**config.mk**
```make
export PLATFORM = sky130hd
export DESIGN_NAME = rs232_mem_port_flat
export DESIGN_NICKNAME = d
export VERILOG_FILES = /design/src/rtl/rs232_mem_pkg.sv /design/src/rtl/rs232_mem_port_if.sv /design/src/rtl/rs232_mem_deser.sv /design/src/rtl/rs232_mem_port.sv /design/src/flat_wrapper.sv
export SDC_FILE = /design/constraint.sdc
export NUM_CORES = 1
export LEC_CHECK = 0
export BUFFER_PORTS_ARGS = -buffer_cell sky130_fd_sc_hd__buf_4
export CAP_MARGIN = 25
export CORE_MARGIN = 5
export CORE_UTILIZATION = 57
export CTS_BUF_LIST = sky130_fd_sc_hd__clkbuf_8 sky130_fd_sc_hd__clkbuf_16
export DETAILED_ROUTE_END_ITERATION = 7
export PLACE_DENSITY = 0.76
export SYNTH_ARGS = -nofsm -noshare
export SYNTH_HDL_FRONTEND = slang
export SYNTH_SLANG_ARGS = --single-unit
```
**constraint.sdc**
```tcl
create_clock -name clk -period 2.55 [get_ports clk]
set_input_delay 0.1275 -clock clk [delete_from_list [all_inputs] [get_ports clk]]
set_output_delay 0.1275 -clock clk [all_outputs]
set_load 0.01 [all_outputs]
```
**src/rtl/rs232_mem_pkg.sv**
```systemverilog
// rtl/rs232_mem_pkg.sv - shared constants, FSM encoding and command decode for rs232_mem_port
package rs232_mem_pkg;

  typedef enum logic [2:0] {
    ST_IDLE,
    ST_WAIT_DATA,
    ST_RD,
    ST_GAP,
    ST_PULSE,
    ST_BITS
  } state_t;

  localparam int         OPCODE_BIT = 7;
  localparam logic [3:0] FRAME_LEN  = 4'd9;
  localparam int         CNT_W      = 20;

  // Bits between the address field and the opcode bit must be clear.
  function automatic logic cmd_ok(input logic [7:0] cmd, input int unsigned addr_w);
    return (cmd[6:0] >> addr_w) == 7'd0;
  endfunction

endpackage

```
**src/rtl/rs232_mem_port_if.sv**
```systemverilog
// rtl/rs232_mem_port_if.sv - bit-serial word link between the RS232 controller and the memory port
interface rs232_mem_port_if;

  logic new_word;
  logic data_rs232_in;
  logic send_word;
  logic data_rs232_out;
  logic busy;
  logic err;

  modport master (
    output new_word, data_rs232_in,
    input  send_word, data_rs232_out, busy, err
  );

  modport slave (
    input  new_word, data_rs232_in,
    output send_word, data_rs232_out, busy, err
  );

endinterface

```
**src/rtl/rs232_mem_deser.sv**
```systemverilog
// rtl/rs232_mem_deser.sv - frame deserializer: header cycle, 8 data bits MSB first, framing checks
module rs232_mem_deser
  import rs232_mem_pkg::*;
(
  input  logic       clk,
  input  logic       rst,
  input  logic       new_word,
  input  logic       data_in,
  output logic       byte_valid,
  output logic [7:0] rx_byte,
  output logic       frame_err
);

  logic [3:0] cnt;

  // cnt counts high cycles of the current run; FRAME_LEN+1 marks an already-reported overlong run.
  always_ff @(posedge clk or negedge rst) begin
    if (!rst) begin
      cnt        <= 4'd0;
      rx_byte    <= 8'd0;
      byte_valid <= 1'b0;
      frame_err  <= 1'b0;
    end else begin
      byte_valid <= 1'b0;
      frame_err  <= 1'b0;
      if (new_word) begin
        if (cnt < FRAME_LEN) begin
          cnt <= cnt + 4'd1;
          if (cnt != 4'd0) rx_byte <= {rx_byte[6:0], data_in};
          if (cnt == FRAME_LEN - 4'd1) byte_valid <= 1'b1;
        end else if (cnt == FRAME_LEN) begin
          cnt       <= cnt + 4'd1;
          frame_err <= 1'b1;
        end
      end else begin
        if (cnt != 4'd0 && cnt < FRAME_LEN) frame_err <= 1'b1;
        cnt <= 4'd0;
      end
    end
  end

endmodule

```
**src/rtl/rs232_mem_port.sv**
```systemverilog
// rtl/rs232_mem_port.sv - command FSM, byte RAM, reply pacing and serializer for the RS232 memory port
module rs232_mem_port
  import rs232_mem_pkg::*;
#(
  parameter int ADDR_W         = 4,
  parameter int GAP_CYCLES     = 62500,
  parameter int TIMEOUT_CYCLES = 1000000
) (
  input  logic             clk,
  input  logic             rst,
  rs232_mem_port_if.slave  link
);

  localparam logic [CNT_W-1:0] GAP_RELOAD   = CNT_W'(GAP_CYCLES - 1);
  localparam logic [CNT_W-1:0] TIMEOUT_LAST = CNT_W'(TIMEOUT_CYCLES - 1);

  state_t              state, state_nx;
  logic                byte_valid, frame_err;
  logic [7:0]          rx_byte;
  logic [ADDR_W-1:0]   addr_q;
  logic [7:0]          reply;
  logic [2:0]          bit_cnt;
  logic [CNT_W-1:0]    gap_cnt, to_cnt;
  logic [7:0]          mem [2**ADDR_W];
  logic                cmd_good, gap_done, timeout, overrun, bad_cmd;

  rs232_mem_deser u_deser (
    .clk       (clk),
    .rst       (rst),
    .new_word  (link.new_word),
    .data_in   (link.data_rs232_in),
    .byte_valid(byte_valid),
    .rx_byte   (rx_byte),
    .frame_err (frame_err)
  );

  assign cmd_good = cmd_ok(rx_byte, ADDR_W);
  // The counter is reloaded to GAP-1, so reaching 1 lets PULSE land exactly GAP cycles later.
  assign gap_done = gap_cnt <= CNT_W'(1);
  assign timeout  = (state == ST_WAIT_DATA) && !byte_valid && (to_cnt == TIMEOUT_LAST);

  always_ff @(posedge clk or negedge rst) begin
    if (!rst) state <= ST_IDLE;
    else      state <= state_nx;
  end

  always_comb begin
    state_nx = state;
    case (state)
      ST_IDLE:      if (byte_valid && cmd_good) state_nx = rx_byte[OPCODE_BIT] ? ST_WAIT_DATA : ST_RD;
      ST_WAIT_DATA: if (byte_valid) state_nx = ST_GAP;
                    else if (timeout) state_nx = ST_IDLE;
      ST_RD:        state_nx = ST_GAP;
      ST_GAP:       if (gap_done) state_nx = ST_PULSE;
      ST_PULSE:     state_nx = ST_BITS;
      ST_BITS:      if (bit_cnt == 3'd7) state_nx = ST_IDLE;
      default:      state_nx = ST_IDLE;
    endcase
  end

  always_comb begin
    overrun             = byte_valid && (state inside {ST_RD, ST_GAP, ST_PULSE, ST_BITS});
    bad_cmd             = byte_valid && (state == ST_IDLE) && !cmd_good;
    link.send_word      = (state == ST_PULSE);
    link.data_rs232_out = (state == ST_BITS) ? reply[3'd7 - bit_cnt] : 1'b0;
    link.busy           = (state != ST_IDLE);
    link.err            = frame_err | overrun | bad_cmd | timeout;
  end

  always_ff @(posedge clk or negedge rst) begin
    if (!rst) begin
      addr_q  <= '0;
      reply   <= 8'd0;
      bit_cnt <= 3'd0;
      gap_cnt <= '0;
      to_cnt  <= '0;
    end else begin
      if (state == ST_IDLE && byte_valid) addr_q <= rx_byte[ADDR_W-1:0];
      if (state == ST_RD) reply <= mem[addr_q];
      if (state == ST_WAIT_DATA && byte_valid) reply <= rx_byte;
      bit_cnt <= (state == ST_BITS) ? bit_cnt + 3'd1 : 3'd0;
      if (state == ST_PULSE)     gap_cnt <= GAP_RELOAD;
      else if (gap_cnt != '0)    gap_cnt <= gap_cnt - CNT_W'(1);
      to_cnt <= (state == ST_WAIT_DATA) ? to_cnt + CNT_W'(1) : '0;
    end
  end

  // RAM keeps its contents across reset.
  always_ff @(posedge clk) begin
    if (state == ST_WAIT_DATA && byte_valid) mem[addr_q] <= rx_byte;
  end

endmodule
```
**src/flat_wrapper.sv**
```systemverilog
// flat-port wrapper written by rule: the top's interface ports become plain ports
module rs232_mem_port_flat import rs232_mem_pkg::*;
#(
  parameter int ADDR_W         = 4,
  parameter int GAP_CYCLES     = 62500,
  parameter int TIMEOUT_CYCLES = 1000000
)
  (clk, rst, link_new_word, link_data_rs232_in, link_send_word, link_data_rs232_out, link_busy, link_err);
  rs232_mem_port_if link_i ();
  input  logic clk;
  input  logic rst;
  input wire logic [$bits(link_i.new_word)-1:0] link_new_word;
  input wire logic [$bits(link_i.data_rs232_in)-1:0] link_data_rs232_in;
  output wire logic [$bits(link_i.send_word)-1:0] link_send_word;
  output wire logic [$bits(link_i.data_rs232_out)-1:0] link_data_rs232_out;
  output wire logic [$bits(link_i.busy)-1:0] link_busy;
  output wire logic [$bits(link_i.err)-1:0] link_err;
  assign link_i.new_word = link_new_word;
  assign link_i.data_rs232_in = link_data_rs232_in;
  assign link_send_word = link_i.send_word;
  assign link_data_rs232_out = link_i.data_rs232_out;
  assign link_busy = link_i.busy;
  assign link_err = link_i.err;
  rs232_mem_port #(.ADDR_W(ADDR_W), .GAP_CYCLES(GAP_CYCLES), .TIMEOUT_CYCLES(TIMEOUT_CYCLES)) u_core (.clk(clk), .rst(rst), .link(link_i));
endmodule
```
# ---- Word level (Yosys, flattened, before mapping)
# Memory sizes are Yosys's and may differ from the RTL's. A register that Yosys moved wholly into a read port is not among the register bits.
# Index checks and enable logic that the tools add are counted.
dict set report classes {
  addsub 5
  n_lt_le_gt_ge 3
  eq_ne 14
  n_mux 26
  bitwise 3
  n_reduce_logical 21
}
# op n
set op_table {}
lappend op_table {{$mux W20} 3}
lappend op_table {{$add A20 B1 Y20 const B} 1}
lappend op_table {{$eq A20 B20 Y1 const B} 1}
lappend op_table {{$le A20 B1 Y1 const B} 1}
lappend op_table {{$reduce_bool A20 Y1} 1}
lappend op_table {{$sub A20 B1 Y20 const B} 1}
lappend op_table {{$mux W3} 6}
lappend op_table {{$pmux W3 S6} 1}
lappend op_table {{$mux W4} 3}
lappend op_table {{$mux W1} 11}
lappend op_table {{$eq A3 B3 Y1 const B} 3}
lappend op_table {{$eq A4 B4 Y1 const B} 2}
lappend op_table {{$logic_and A1 B1 Y1} 8}
lappend op_table {{$reduce_bool A4 Y1} 2}
lappend op_table {{$logic_not A7 Y1} 1}
lappend op_table {{$eq A3 B2 Y1 const B} 2}
lappend op_table {{$ne A2 B1 Y1 const B} 3}
lappend op_table {{$add A4 B1 Y4 const B} 1}
lappend op_table {{$lt A3 B4 Y1 const B} 1}
lappend op_table {{$lt A4 B4 Y1 const B} 1}
lappend op_table {{$reduce_and A4 Y1} 1}
lappend op_table {{$reduce_bool A2 Y1} 2}
lappend op_table {{$add A3 B1 Y3 const B} 1}
lappend op_table {{$bmux W1 S3} 1}
lappend op_table {{10 further kinds} 14}
dict set report totals {
  reg_bits 64
  ram_bits 128
  inputBits 4
  output_inout_bits 4
  wordCells 82
  memories 1
}
# name depth width rd rd_ports_with_merged_regs wr line
set memory_table {}
lappend memory_table {u_core.mem 16 8 1 1 1 rs232_mem_port.sv:24} ;# logic [7:0] mem [2**ADDR_W];

# ---- Logic depth before layout (Yosys ltp)
dict set report logic_depth {
  ltp_word 6
  ltp_mapped 8
  ltp_nobuf 7
}

# ---- Cells and area by module
# Synthesis repeated with hierarchy kept, for this count alone.
dict set report hier_totals {
  hier_cells 590
  area_unflattened_um2 8673.3
}
# mod n_inst cells_each area_each_um2 seq_area_each_um2
set by_module_without_submodules {}
lappend by_module_without_submodules {rs232_mem_port 1 540 8030.2 5295.1}
lappend by_module_without_submodules {rs232_mem_deser 1 50 643.1 350.3}

# ---- Worst setup path before layout
# Ideal clock, no wire load.
dict set report synth_path {
  path_type {register to register}
  startpoint {register u_core.state[1]}
  endpoint {memory u_core.mem[12][0] (enable)}
  setup_time_ns 0.383
  arrival_time_ns 2.118
  t_required_ns 2.167
  path_slack_ns 0.049
  stages_incl_launch_ff 7
  n_path_buf 2
  synth_period_minus_slack_ns 2.501
  path_cell_list {dfrtp_1 > buf_2 > or3b_2 > nor2_1 > buf_2 > nand3_1 > nor3_1}
}
dict set report synth_between {
  elab_chain_len 4
}
# item line
set synth_rtl {}
lappend synth_rtl {{from (decl)} rs232_mem_port.sv:17} ;# state_t state, state_nx;
lappend synth_rtl {{from (signal assigned)} rs232_mem_port.sv:44} ;# else state <= state_nx;
lappend synth_rtl {{$eq A3 B1 Y1} rs232_mem_port.sv:90} ;# if (state == ST_WAIT_DATA && byte_valid) mem[addr_q] <= rx_byte;
lappend synth_rtl {{$logic_and A1 B1 Y1} rs232_mem_port.sv:90}
lappend synth_rtl {{$mux W1} rs232_mem_port.sv:90}
lappend synth_rtl {{$mux W1 (not written as such)} rs232_mem_port.sv:90}
lappend synth_rtl {{to (decl)} rs232_mem_port.sv:24}
# No other way between the ends.

# ---- Final worst setup path
dict set report layout_path {
  startpoint {register u_core.state[1]}
  endpoint {output port link_send_word}
}
dict set report layout_between {
  elab_chain_len 1
}
# item line
set layout_rtl {}
lappend layout_rtl {{$eq A3 B3 Y1} rs232_mem_port.sv:64} ;# link.send_word = (state == ST_PULSE);
lappend layout_rtl {{to (decl)} flat_wrapper.sv:14} ;# output wire logic [$bits(link_i.send_word)-1:0] link_send_word;
# No other way between the ends.

==> summary.md <==
| Metric | Value |
|---|---|
| Overflow after GRT | `0` |
| DRT Pass-1 Iters | `5` |
| Count leader, synth | `edfxtp_1` |
| Final Hold Viols | `0` |
| Die height | `133 um` |
| PortBufs | `7` |
| # nets final | `655` |
| Row cnt | `45` |
| Vias in the first global route | `5231` |
| DR iter-0 viols | `359` |
| WL per Instance | `20.3 um` |
| Placer Congestion | `0.832` |
| Num CTS Buffers | `17` |
| Setup Buffers After CTS | `0` |
| PD cells | `865 mW/mm^2` |
| Ys async rst share | `36.0%` |
| FF-to-FF setup slack | `0.40 ns` |
| Skew-Pair Late Insertion Delay | `0.44 ns` |
| Crit path DAT | `2.16 ns` |
| Initial Utilization | `57.6%` |
| Final Power | `0.00839 W` |
| Static leakage | `3.41 nW` |
| Vias | `5145` |
| Worst Skew | `0.00866 ns` |
| Top cells by count, synth | `edfxtp_1 (128), dfrtp_1 (72), nor2_1 (70)` |
| Worst R2R Start | `u_core.state[2]` |
| CTS Sinks | `200` |
| RSZ-0062 raised after global routing | `false` |
| Max Clk Rate | `437 MHz` |
| Crit path kind | `flop to primary output` |
| CP startpoint | `u_core.state[1]` |
| DRT antenna net count | `0` |
| Fin crit share | `89.6%` |
| Setup TNS | `0 ns` |
| CP Max Fanout | `14` |
| Yosys reg bits | `200` |
| Post-Route WL | `17100 um` |
| Mapped Cells | `604` |
| ANT cells | `0` |
| Die area | `0.0178 sq mm` |
| Fin. max-slew vios | `0` |
| YS warnings | `0` |
| Residual DRC | `0` |
| Max Cap Viol | `0` |
| CTS tree | `yes` |
| Htree depth | `4` |
| Top post-synthesis cells by area | `edfxtp_1 (44%), dfrtp_1 (21%), mux4_2 (6.5%), nor2_1 (3.0%), mux2_2 (2.5%)` |
| Post_cts resized | `0` |
| Clock Path Buffers | `2` |
| CP required | `2.42 ns` |
| Top Ports | `8` |
| Top-area cell type share of the netlist area | `44.4%` |
| Max-slew headroom | `40.3%` |
| Largest net degree at the start of global routing | `73` |
| Area growth, synth to finish | `12.1%` |
| Initial antenna violation count | `0` |
| Tmin final | `2.29 ns` |
| Total global-route track usage | `20.9%` |
| Syn_area_per_cell | `14.3 sq um` |
| Global-route wire length before repair | `28200 um` |
| Clk slew on worst S/H paths | `0.07 ns` |
| Post-synth EDFFs | `128` |
| Top FF cell, synth | `edfxtp_1` |
| Die width | `133 um` |
| Netlist cell types | `52` |
| Worst setup SP type | `flop` |
| Register area share after synthesis | `65.2%` |
| Status | `complete, no violations` |
| Layout Utilization | `64.6%` |
| Routed vias/inst | `6.10` |
| Root Buffer | `clkbuf_16` |
| Area leader, netlist | `edfxtp_1` |
| Synth Net Count | `617` |
| DPL Wire Length | `11100 um` |
| Reg2Reg Capture Point | `u_core.mem[0][7]` |
| Synthesized area | `0.00866 sq mm` |
| Total core area | `0.0150 sq mm` |
| R2R cell count | `6` |
| Max rail drop VDD | `0.706 mV` |
| Final setup violation count | `0` |
| Crit path capture type | `primary output` |
| Worst-margin pin slew | `0.895 ns` |
| Layout cells sized above 1 | `19.4%` |
| Hold WC Path Type | `input pin to asynchronous set/reset pin` |
[worst max path at each step]
stage	to	slack (ns)	cells past startpoint
after CTS	link_send_word	0.23	5
after detailed placement	u_core.mem[0][5]	0.42	6
final	link_send_word	0.26	5
after global routing	link_send_word	0.07	5
after global placement	u_core.reply[0]	0.45	4
after floorplan	u_core.mem[12][0]	0.05	6
[per-layer routing]
layer	wire length (um)	share of wire (%)	GRT usage, %	vias up
li1	-	-	-	2358
met1	7310	43	28.6	2604
met2	8530	50	33.5	159
met3	985	5.7	4.61	24
met4	308	1.8	7.09	0
met5	0	0	0	-
[sequential cells by signal, summed over array words and instances (netlist names)]
register                   count
u_core.to_cnt                 20
u_core.mem                   128
u_core.u_deser.rx_byte         8
u_core.gap_cnt                20
u_core.addr_q                  4
u_core.u_deser.cnt             4
u_core.u_deser.frame_err       1
u_core.state                   3
u_core.bit_cnt                 3
u_core.reply                   8
u_core.u_deser.byte_valid      1
[stage by stage]
stage                     cells  setup slack, ns  instance area, sq um  hold slack (ns)
after floorplan             604           0.0485                  8660           -0.168
after global placement      808            0.446                  9110            0.289
after detailed placement    808            0.422                  9110            0.309
after CTS                   843            0.234                  9700            0.370
after global routing        843           0.0653                  9700            0.444
final                       843            0.264                  9700            0.343
[where the power goes]
| part | internal (W) | switching (W) | total (W) |
|---|---|---|---|
| clock network | 0.00130 | 0.00123 | 0.00253 |
| registers | 0.00399 | 0.000443 | 0.00444 |
| logic | 0.000582 | 0.000841 | 0.00142 |
| total | 0.00588 | 0.00251 | 0.00839 |
[worst max-delay path, cell delays in order (launching register included)]
cell,delay [ns]
dfrtp_1,0.37
buf_4,0.16
inv_1,0.16
nand3b_1,0.34
inv_1,0.48
buf_4,0.21
[cell families (layout without fill, tap and decap cells)]
logic type                 after synthesis  in the layout  share of synthesized area (%)
buffers and inverters                   37             88                           1.72
AOI/OAI and AO/OA                       67             67                           5.64
xor gates and xnor gates                36             36                           3.64
DFF                                    200            200                           65.2
and+or+nand+nor                        190            190                           11.1
muxes                                   65             65                           11.4
adders and majority gates                9              9                           1.30
[final cells by class]
class                   instances  area [sq um]
multi-input cells             367          2860
repair buffers                 45           358
inverters                      11          41.3
flip-flops and latches        200          5650
well taps                     188           235
clock inverters                14           121
clock buffers                  18           439
fillers                      1078          5330
[cell usage in the layout, fill, tap and decap left out, types with 6 or more instances in the layout]
master	instances
xor2_1	15
inv_1	12
xnor2_1	21
ha_1	9
o311ai_0	6
nor2b_1	10
or3_1	9
mux2i_1	21
mux4_2	25
and3_1	7
a2111oi_0	7
dfrtp_1	71
nor3_1	13
clkbuf_16	17
nor2_1	70
nand4_1	6
o21ai_0	10
edfxtp_1	128
buf_4	41
nand3_1	13
nand2_1	32
a21oi_1	11
a211oi_1	6
mux2_2	19
[what timing repair did]
action	in CTS	in global routing
hold endpoints to repair	78	0
hold buffers	3	0
endpoints found under the setup margin	0	0
No activity file was read; power rests on OpenSTA's default activity.
